===== config.mk =====
export PLATFORM = sky130hd
export DESIGN_NAME = multiclickreg
export DESIGN_NICKNAME = d
export VERILOG_FILES = /design/src/rtl/multiclickreg.sv
export SDC_FILE = /design/constraint.sdc
export NUM_CORES = 1
export LEC_CHECK = 0
export ABC_AREA = 1
export BUFFER_PORTS_ARGS = -buffer_cell sky130_fd_sc_hd__buf_4
export CAP_MARGIN = 20
export CORE_AREA = 2 2 237 298
export DETAILED_ROUTE_END_ITERATION = 7
export DIE_AREA = 0 0 239 300
export PLACE_DENSITY = 0.66
export SYNTH_ARGS = -nofsm -noshare
export SYNTH_HDL_FRONTEND = slang
export SYNTH_SLANG_ARGS = --single-unit
export TNS_END_PERCENT = 20

===== constraint.sdc =====
create_clock -name clk -period 9 [get_ports clk]
set_input_delay 1.8 -clock clk [delete_from_list [all_inputs] [get_ports clk]]
set_output_delay 1.8 -clock clk [all_outputs]
set_load 0.005 [all_outputs]

===== src/rtl/multiclickreg.sv =====
// Multi-channel event timestamper: strobe/delta/wrap events are stamped with a free-running
// timer, staged through a capture register and buffered in a first-word-fall-through FIFO.
module multiclickreg #(
  parameter int N_CH    = 4,
  parameter int TIMER_W = 36,
  parameter int DEPTH   = 16,
  parameter int LOST_W  = 16
) (
  input  logic                        clk,
  input  logic                        rst_n,
  input  logic [N_CH-1:0]             strobe_channels,
  input  logic [N_CH-1:0]             delta_channels,
  input  logic [N_CH-1:0]             strobe_mask,
  input  logic [N_CH-1:0]             delta_mask,
  input  logic                        clear,
  input  logic                        operate,
  input  logic                        out_ready,
  output logic                        out_valid,
  output logic [TIMER_W+N_CH+1:0]     out_data,
  output logic [$clog2(DEPTH):0]      fifo_level,
  output logic [LOST_W-1:0]           lost_count
);

  localparam int REC_W = TIMER_W + N_CH + 2;
  localparam int AW    = $clog2(DEPTH);
  localparam int CW    = AW + 1;
  localparam int SW    = LOST_W + 2;

  function automatic logic [REC_W-1:0] make_rec(input logic [TIMER_W-1:0] ts,
                                                 input logic [N_CH-1:0]    ch,
                                                 input logic               is_delta);
    make_rec = {(ts == '0), is_delta, ch, ts};
  endfunction

  function automatic logic [LOST_W-1:0] sat_add(input logic [LOST_W-1:0] a,
                                                input logic [1:0]        inc);
    logic [SW-1:0] sum;
    sum = SW'(a) + SW'(inc);
    if (|sum[SW-1:LOST_W]) sat_add = '1;
    else                   sat_add = sum[LOST_W-1:0];
  endfunction

  logic [TIMER_W-1:0] r_timer;
  logic [N_CH-1:0]    r_old_delta;
  logic               r_pend_vld;
  logic [REC_W-1:0]   r_pend_rec;
  logic               r_vld_p1;
  logic [REC_W-1:0]   r_rec_p1;
  logic [REC_W-1:0]   r_mem [DEPTH];
  logic [AW-1:0]      r_wr_ptr;
  logic [AW-1:0]      r_rd_ptr;
  logic [CW-1:0]      r_count;
  logic [LOST_W-1:0]  r_lost;

  logic [N_CH-1:0]    w_delta_m;
  logic [N_CH-1:0]    w_strb_m;
  logic               w_delta_ev;
  logic               w_strb_ev;
  logic               w_wrap_ev;
  logic               w_cap_vld;
  logic [REC_W-1:0]   w_cap_rec;
  logic               w_pend_set;
  logic               w_pend_take;
  logic [REC_W-1:0]   w_pend_rec;
  logic [1:0]         w_ev_lost;
  logic               w_full;
  logic               w_pop;
  logic               w_push;
  logic               w_drop;
  logic [1:0]         w_loss_inc;

  assign w_delta_m  = delta_channels & delta_mask;
  assign w_strb_m   = strobe_channels & strobe_mask;
  assign w_delta_ev = (w_delta_m != r_old_delta);
  assign w_strb_ev  = |w_strb_m;
  assign w_wrap_ev  = (r_timer == '0) && operate;
  assign w_pend_rec = make_rec(r_timer, w_strb_m, 1'b0);

  // Stage p0: arbitrate delta > pending strobe > new strobe > wrap-only.
  // A pending slot drained this cycle may be refilled by a new strobe in the same cycle.
  always_comb begin
    w_cap_vld   = 1'b0;
    w_cap_rec   = '0;
    w_pend_set  = 1'b0;
    w_pend_take = 1'b0;
    w_ev_lost   = 2'd0;
    if (w_delta_ev) begin
      w_cap_vld = 1'b1;
      w_cap_rec = make_rec(r_timer, w_delta_m, 1'b1);
      if (w_strb_ev) begin
        if (r_pend_vld) w_ev_lost = w_ev_lost + 2'd1;
        else            w_pend_set = 1'b1;
      end
      if (w_wrap_ev) w_ev_lost = w_ev_lost + 2'd1;
    end else if (r_pend_vld) begin
      w_cap_vld   = 1'b1;
      w_cap_rec   = r_pend_rec;
      w_pend_take = 1'b1;
      if (w_strb_ev) w_pend_set = 1'b1;
      if (w_wrap_ev) w_ev_lost = w_ev_lost + 2'd1;
    end else if (w_strb_ev) begin
      w_cap_vld = 1'b1;
      w_cap_rec = make_rec(r_timer, w_strb_m, 1'b0);
      if (w_wrap_ev) w_ev_lost = w_ev_lost + 2'd1;
    end else if (w_wrap_ev) begin
      w_cap_vld = 1'b1;
      w_cap_rec = make_rec(r_timer, '0, 1'b0);
    end
  end

  // Stage p1: capture register drains into the FIFO; a full FIFO still accepts on a pop.
  assign w_full     = (r_count == CW'(DEPTH));
  assign w_pop      = out_valid && out_ready;
  assign w_push     = r_vld_p1 && (!w_full || w_pop);
  assign w_drop     = r_vld_p1 && w_full && !w_pop;
  assign w_loss_inc = w_ev_lost + {1'b0, w_drop};

  always_ff @(posedge clk or negedge rst_n) begin
    if (!rst_n) begin
      r_timer     <= '0;
      r_old_delta <= '0;
      r_pend_vld  <= 1'b0;
      r_vld_p1    <= 1'b0;
      r_wr_ptr    <= '0;
      r_rd_ptr    <= '0;
      r_count     <= '0;
      r_lost      <= '0;
    end else begin
      r_timer <= clear ? '0 : r_timer + TIMER_W'(1);
      if (w_delta_ev) r_old_delta <= w_delta_m;
      if (w_pend_set)       r_pend_vld <= 1'b1;
      else if (w_pend_take) r_pend_vld <= 1'b0;
      r_vld_p1 <= w_cap_vld;
      if (w_push) r_wr_ptr <= r_wr_ptr + AW'(1);
      if (w_pop)  r_rd_ptr <= r_rd_ptr + AW'(1);
      r_count <= r_count + CW'(w_push) - CW'(w_pop);
      r_lost  <= sat_add(r_lost, w_loss_inc);
    end
  end

  always_ff @(posedge clk) begin
    if (w_pend_set) r_pend_rec <= w_pend_rec;
    if (w_cap_vld)  r_rec_p1   <= w_cap_rec;
    if (w_push)     r_mem[r_wr_ptr] <= r_rec_p1;
  end

  // Stage p2: fall-through read; data forced to zero whenever nothing is stored.
  assign out_valid  = (r_count != '0);
  assign out_data   = out_valid ? r_mem[r_rd_ptr] : '0;
  assign fifo_level = r_count;
  assign lost_count = r_lost;

endmodule


# --- Yosys cells after proc, flatten, opt, wreduce, memory -nomap -nowiden ---
# Memories as Yosys holds them, arrays and structs flattened.
# Index checks and enable logic that the tools add are counted.
op_classes:
  addsub: 8
  multipliers: 0
  div: 0
  order_cmp: 0
  n_eq_ne: 2
  shift: 0
  mux: 30
  bitwise: 2
  reduce_logical: 13
op_table:
  columns: ["cell", "count"]
  rows:
  - ["2-to-1 mux 42 bit", 5]
  - ["adder 36 x 1 -> 36 bit, second input constant", 1]
  - ["logical NOT 36 bit", 1]
  - ["2-to-1 mux 36 bit", 1]
  - ["2-to-1 mux 1 bit", 20]
  - ["adder 16 x 2 -> 17 bit", 1]
  - ["2-to-1 mux 16 bit", 1]
  - ["adder 4 x 1 -> 4 bit, second input constant", 2]
  - ["AND 4 bit", 2]
  - ["2-to-1 mux 2 bit", 3]
  - ["adder 5 x 1 -> 5 bit", 1]
  - ["== test 5 bit, second input constant", 1]
  - ["logical AND 1 bit", 5]
  - ["nonzero test 5 bit", 1]
  - ["subtractor 5 x 1 -> 5 bit", 1]
  - ["inequality test 4 bit", 1]
  - ["OR reduction 4 bit", 1]
  - ["adder 2 x 1 -> 2 bit", 1]
  - ["adder 2 x 1 -> 2 bit, second input constant", 1]
  - ["logical NOT 1 bit", 2]
  - ["nonzero test 2 bit", 1]
  - ["OR reduction 2 bit", 1]
  - ["logical OR 1 bit", 1]
word_totals:
  ff_bits: 154
  latch_bits: 0
  ramBits: 672
  romBits: 0
  input_bits: 21
  out_inout_bits: 64
  elab_cells: 67
  mem_count: 1
memory_table:
  columns: ["name", "depth", "word_bits", "read_ports", "rd_ports_with_merged_regs", "wr", "line_no", "source"]
  rows:
  - ["r_mem", 16, 42, 1, 0, 1, "49", "logic [REC_W-1:0] r_mem [DEPTH];"]

# --- Longest topological paths before layout ---
logic_depth:
  word_depth: 11
  depth_mapped: 22
  ltp_nobuf: 22

# --- Worst setup path before layout ---
# Ideal clock, no wire load.
synth_timing:
  kind: "input to register"
  start: "in delta_channels[1]"
  end: "reg r_pend_rec[0] (enable)"
  setup_ns: 0.490
  arrival_ns: 5.275
  required_ns: 8.510
  path_slack_ns: 3.234
  stages: 7
  path_buffers: 0
  cell_sequence: "nand2_1 > xor2_1 > nor2_1 > nand2_2 > inv_1 > nor2_1 > nor3_1"
synth_via:
  elab_chain_cells: 3
synth_rtl:
  columns: ["item", "line_no", "source"]
  rows:
  - ["start, declared", "12", "input logic [N_CH-1:0] delta_channels,"]
  - ["AND 4 bit", "72", "assign w_delta_m = delta_channels & delta_mask;"]
  - ["inequality test 4 bit", "74", "assign w_delta_ev = (w_delta_m != r_old_delta);"]
  - ["2-to-1 mux 1 bit", "87", "if (w_delta_ev) begin"]
  - ["named net w_pend_set", "62", "logic w_pend_set;"]
  - ["end signal, assigned", "142", "if (w_pend_set) r_pend_rec <= w_pend_rec;"]
  - ["end, declared", "46", "logic [REC_W-1:0] r_pend_rec;"]
# The timed path passes the listed nets, and every way through them passes these cells.
# A chain may end at the register's enable or synchronous reset.

# --- Final worst setup path ---
layout_timing:
  start: "reg r_rd_ptr[1]"
  end: "out out_data[32]"
layout_via:
  elab_chain_cells: 2
layout_rtl:
  columns: ["item", "line_no", "source"]
  rows:
  - ["start, declared", "51", "logic [AW-1:0] r_rd_ptr;"]
  - ["start signal, assigned", "135", "if (w_pop) r_rd_ptr <= r_rd_ptr + AW'(1);"]
  - ["memory read (16 x 42 bit)", null, null]
  - ["2-to-1 mux 42 bit", "149", "assign out_data = out_valid ? r_mem[r_rd_ptr] : '0;"]
  - ["end, declared", "19", "output logic [TIMER_W+N_CH+1:0] out_data,"]
# No other way between the ends.

==> impl_results.md <==
- Die area: between 70000 and 80000 µm²
- CP Capture Type: output pin
- Setup violators final: 0
- Max_cap viols: 0
- Number of detailed-route iterations in the first pass: 6
- Antenna Cells: 0
- Worst rel slew slack: 25.1%
- TNS Setup: 0 ps
- Status: completed
- HPWL after detailed placement: 43.5 mm
- Post-synthesis sequential area ratio: 71.7%
- Share of layout cells above drive strength 1: 8.49%
- Startpoint Class: register
- Number of buffers added on ports: 84
- Fin util: ~55%
- IO Pins: 85
- Syn avg cell area: between 10 and 15 µm²
- Mapped Area: 34100 µm²
- Period minus WS final: 5730 ps
- Nets: around 3000
- Dpl cells: 3802
- Worst r2r path cells: 19
- CTS Hold Bufs: 0
- Total CTS buffers: between 70 and 80
- CTS-repair resized insts: 0
- Syn_nets: 3006
- Number of global-route vias before repair: 22240
- Crit-path max FO: 72
- Total grt overflow: 0
- Gpl congestion: 0.887
- Synthesized flop and latch total: 826
- Post-Route WL: 83.8 mm
- WL per Instance: 21.3 µm
- Distinct cells, synth: 38
- Worst setup path end: out_data[32]
- Worst Path Required: 7200 ps
- CTS tree: done
- Final clock skew: 24.1 ps
- RSZ-0062 raised after global routing: false
- CTS sink cnt: roughly 830
- Initial drt markers: 2184
- Worst hold path type: register to register
- First-pass GRT wire length: 128 mm
- Fin. max-slew vios: 0
- H-tree Lvls: 3
- Synth top area cells: edfxtp_1 66%, nand2_1 10%, nand3_1 5.8%, dfrtp_1 5.2%, nor2_1 2.2%
- Critical Path AT: 3930 ps
- Final std cells w/o fill: 3942
- Post-synth top area cell: edfxtp_1
- Critical path class: register to output pin
- Vias: 22493
- Count leader, synth: nand2_1
- Final hold vios: 0
- Async SR Flop Fraction: between 8 and 9%
- Reg clk slew, reported paths: 60 ps
- Total GRT Usage: 23.6%
- Fmax: 174 MHz
- Num rows: about 110
- Pleak: 0.0143 µW
- Post-synth top area share: between 60% and 70%
- Chip height: about 300 µm
- Root Driver: clkbuf_16
- Syn Inst Count: 2966
- Routed Antenna Nets: 0
- Area Growth Syn to Fin: 11.3%
- Number of remaining DRC errors: 0
- Core box area: 68900 µm²
- Largest net degree at the start of global routing: 224
- Worst reg2reg endpoint: lost_count[8]
- Dpl cell area: 35500 µm²
- Fin crit share: between 60% and 70%
- Worst vdd ir: 0.247 mV
- Width of the die: 239 µm
- CTS max path bufs: 3
- Number of flops mapped to enable cells by yosys: between 700 and 800
- Reg-to-reg setup timing slack: 5040 ps
- Initial Util: roughly half
- Cell area after layout: 37900 µm²
- Critical Path Start: r_rd_ptr[1]
- Initial antenna violation count: 0
- Post-CTS setup repair buffer count: 0
- Clock Latency Late Sink: 630 ps
- PwrDens: about 330 nW/µm²
- Yosys warns: 0
- RR Startpoint: r_timer[20]
- Vias per inst: 5.71
- Commonest cells post-synth: 928 x nand2_1, 755 x edfxtp_1, 392 x nand3_1
- Worst-Margin Slew: 1120 ps
- Prevailing post-synth register cell: edfxtp_1
==> area by class of cell <==
cell class	count	area, µm²
Fill cell	5708	31000
Clock inverter	39	400
Tap cell	880	1100
Clock buffer	101	2060
Timing Repair Buffer	115	921
Multi-Input combinational cell	1887	8640
Sequential cell	826	24500
Inverter	94	368
==> cell usage in the layout, fill, tap and decap left out, types with 17 or more instances in the layout <==
cell / n
nor2_4: 17
nor3_1: 20
a21oi_1: 143
clkbuf_1: 22
buf_4: 111
edfxtp_1: 755
clkbuf_16: 79
nand3_1: 391
o21ai_0: 65
nand4_1: 17
xor2_1: 20
nand2_1: 928
o31ai_1: 42
ha_1: 17
nor2_1: 185
dfrtp_1: 68
inv_1: 86
==> critical path, stage by stage, from the launching register on <==
cell and delay [ps]:
dfrtp_4 800, inv_6 610, buf_4 890, nand3_1 200, nand2_1 130, a21oi_1 70, o31ai_1 90, a21oi_1 230
buf_4 240
==> kinds of logic after synthesis <==
group	Yosys count	share of synthesized area, %
AOI/OAI and AO/OA	261	4.21
DFF	826	71.7
buffers and inverters	253	3.39
adders and majority gates	19	0.741
xor gates and xnor gates	30	0.770
and+or+nand+nor	1577	19.2
==> registers in the layout, indices dropped and copies added (netlist names) <==
| name | cells |
|---|---|
| r_rec_p1 | 42 |
| r_wr_ptr | 4 |
| r_vld_p1 | 1 |
| r_pend_rec | 41 |
| r_rd_ptr | 4 |
| lost_count | 16 |
| r_timer | 36 |
| r_mem | 672 |
| r_old_delta | 4 |
| r_pend_vld | 1 |
| fifo_level | 5 |
==> routing by layer <==
metal	wire [µm]	track usage (%)
met1	33700	30.4
met5	0	0
met4	2390	8.23
met3	5620	3.50
met2	42100	40.9
==> per-stage QoR <==
step / total power [µW] / setup slack [ps] / hold slack, ps
2_1_floorplan: 7720 / 3230 / 420
3_3_place_gp: 9140 / 3760 / 477
3_5_place_dp: 9260 / 3920 / 492
4_1_cts: 12500 / 3280 / 507
5_1_grt: 13000 / 3100 / 524
6_report: 12400 / 3270 / 505
==> how the worst min path moves through the flow <==
stage                      from              to  cells after the start
finish              r_timer[35]  r_pend_rec[35]                      0
global route        r_timer[35]  r_pend_rec[35]                      0
CTS                 r_timer[35]  r_pend_rec[35]                      0
detailed placement  r_timer[35]  r_pend_rec[35]                      0
global placement    r_timer[35]  r_pend_rec[35]                      0
floorplan            r_timer[2]   r_pend_rec[2]                      0
==> power breakdown <==
part           switching [µW]  internal [µW]  total, µW
clock network            1380           1820       3200
logic                    2760           1230       3980
registers                 277           4920       5190
(Power assumes the default switching activity.)
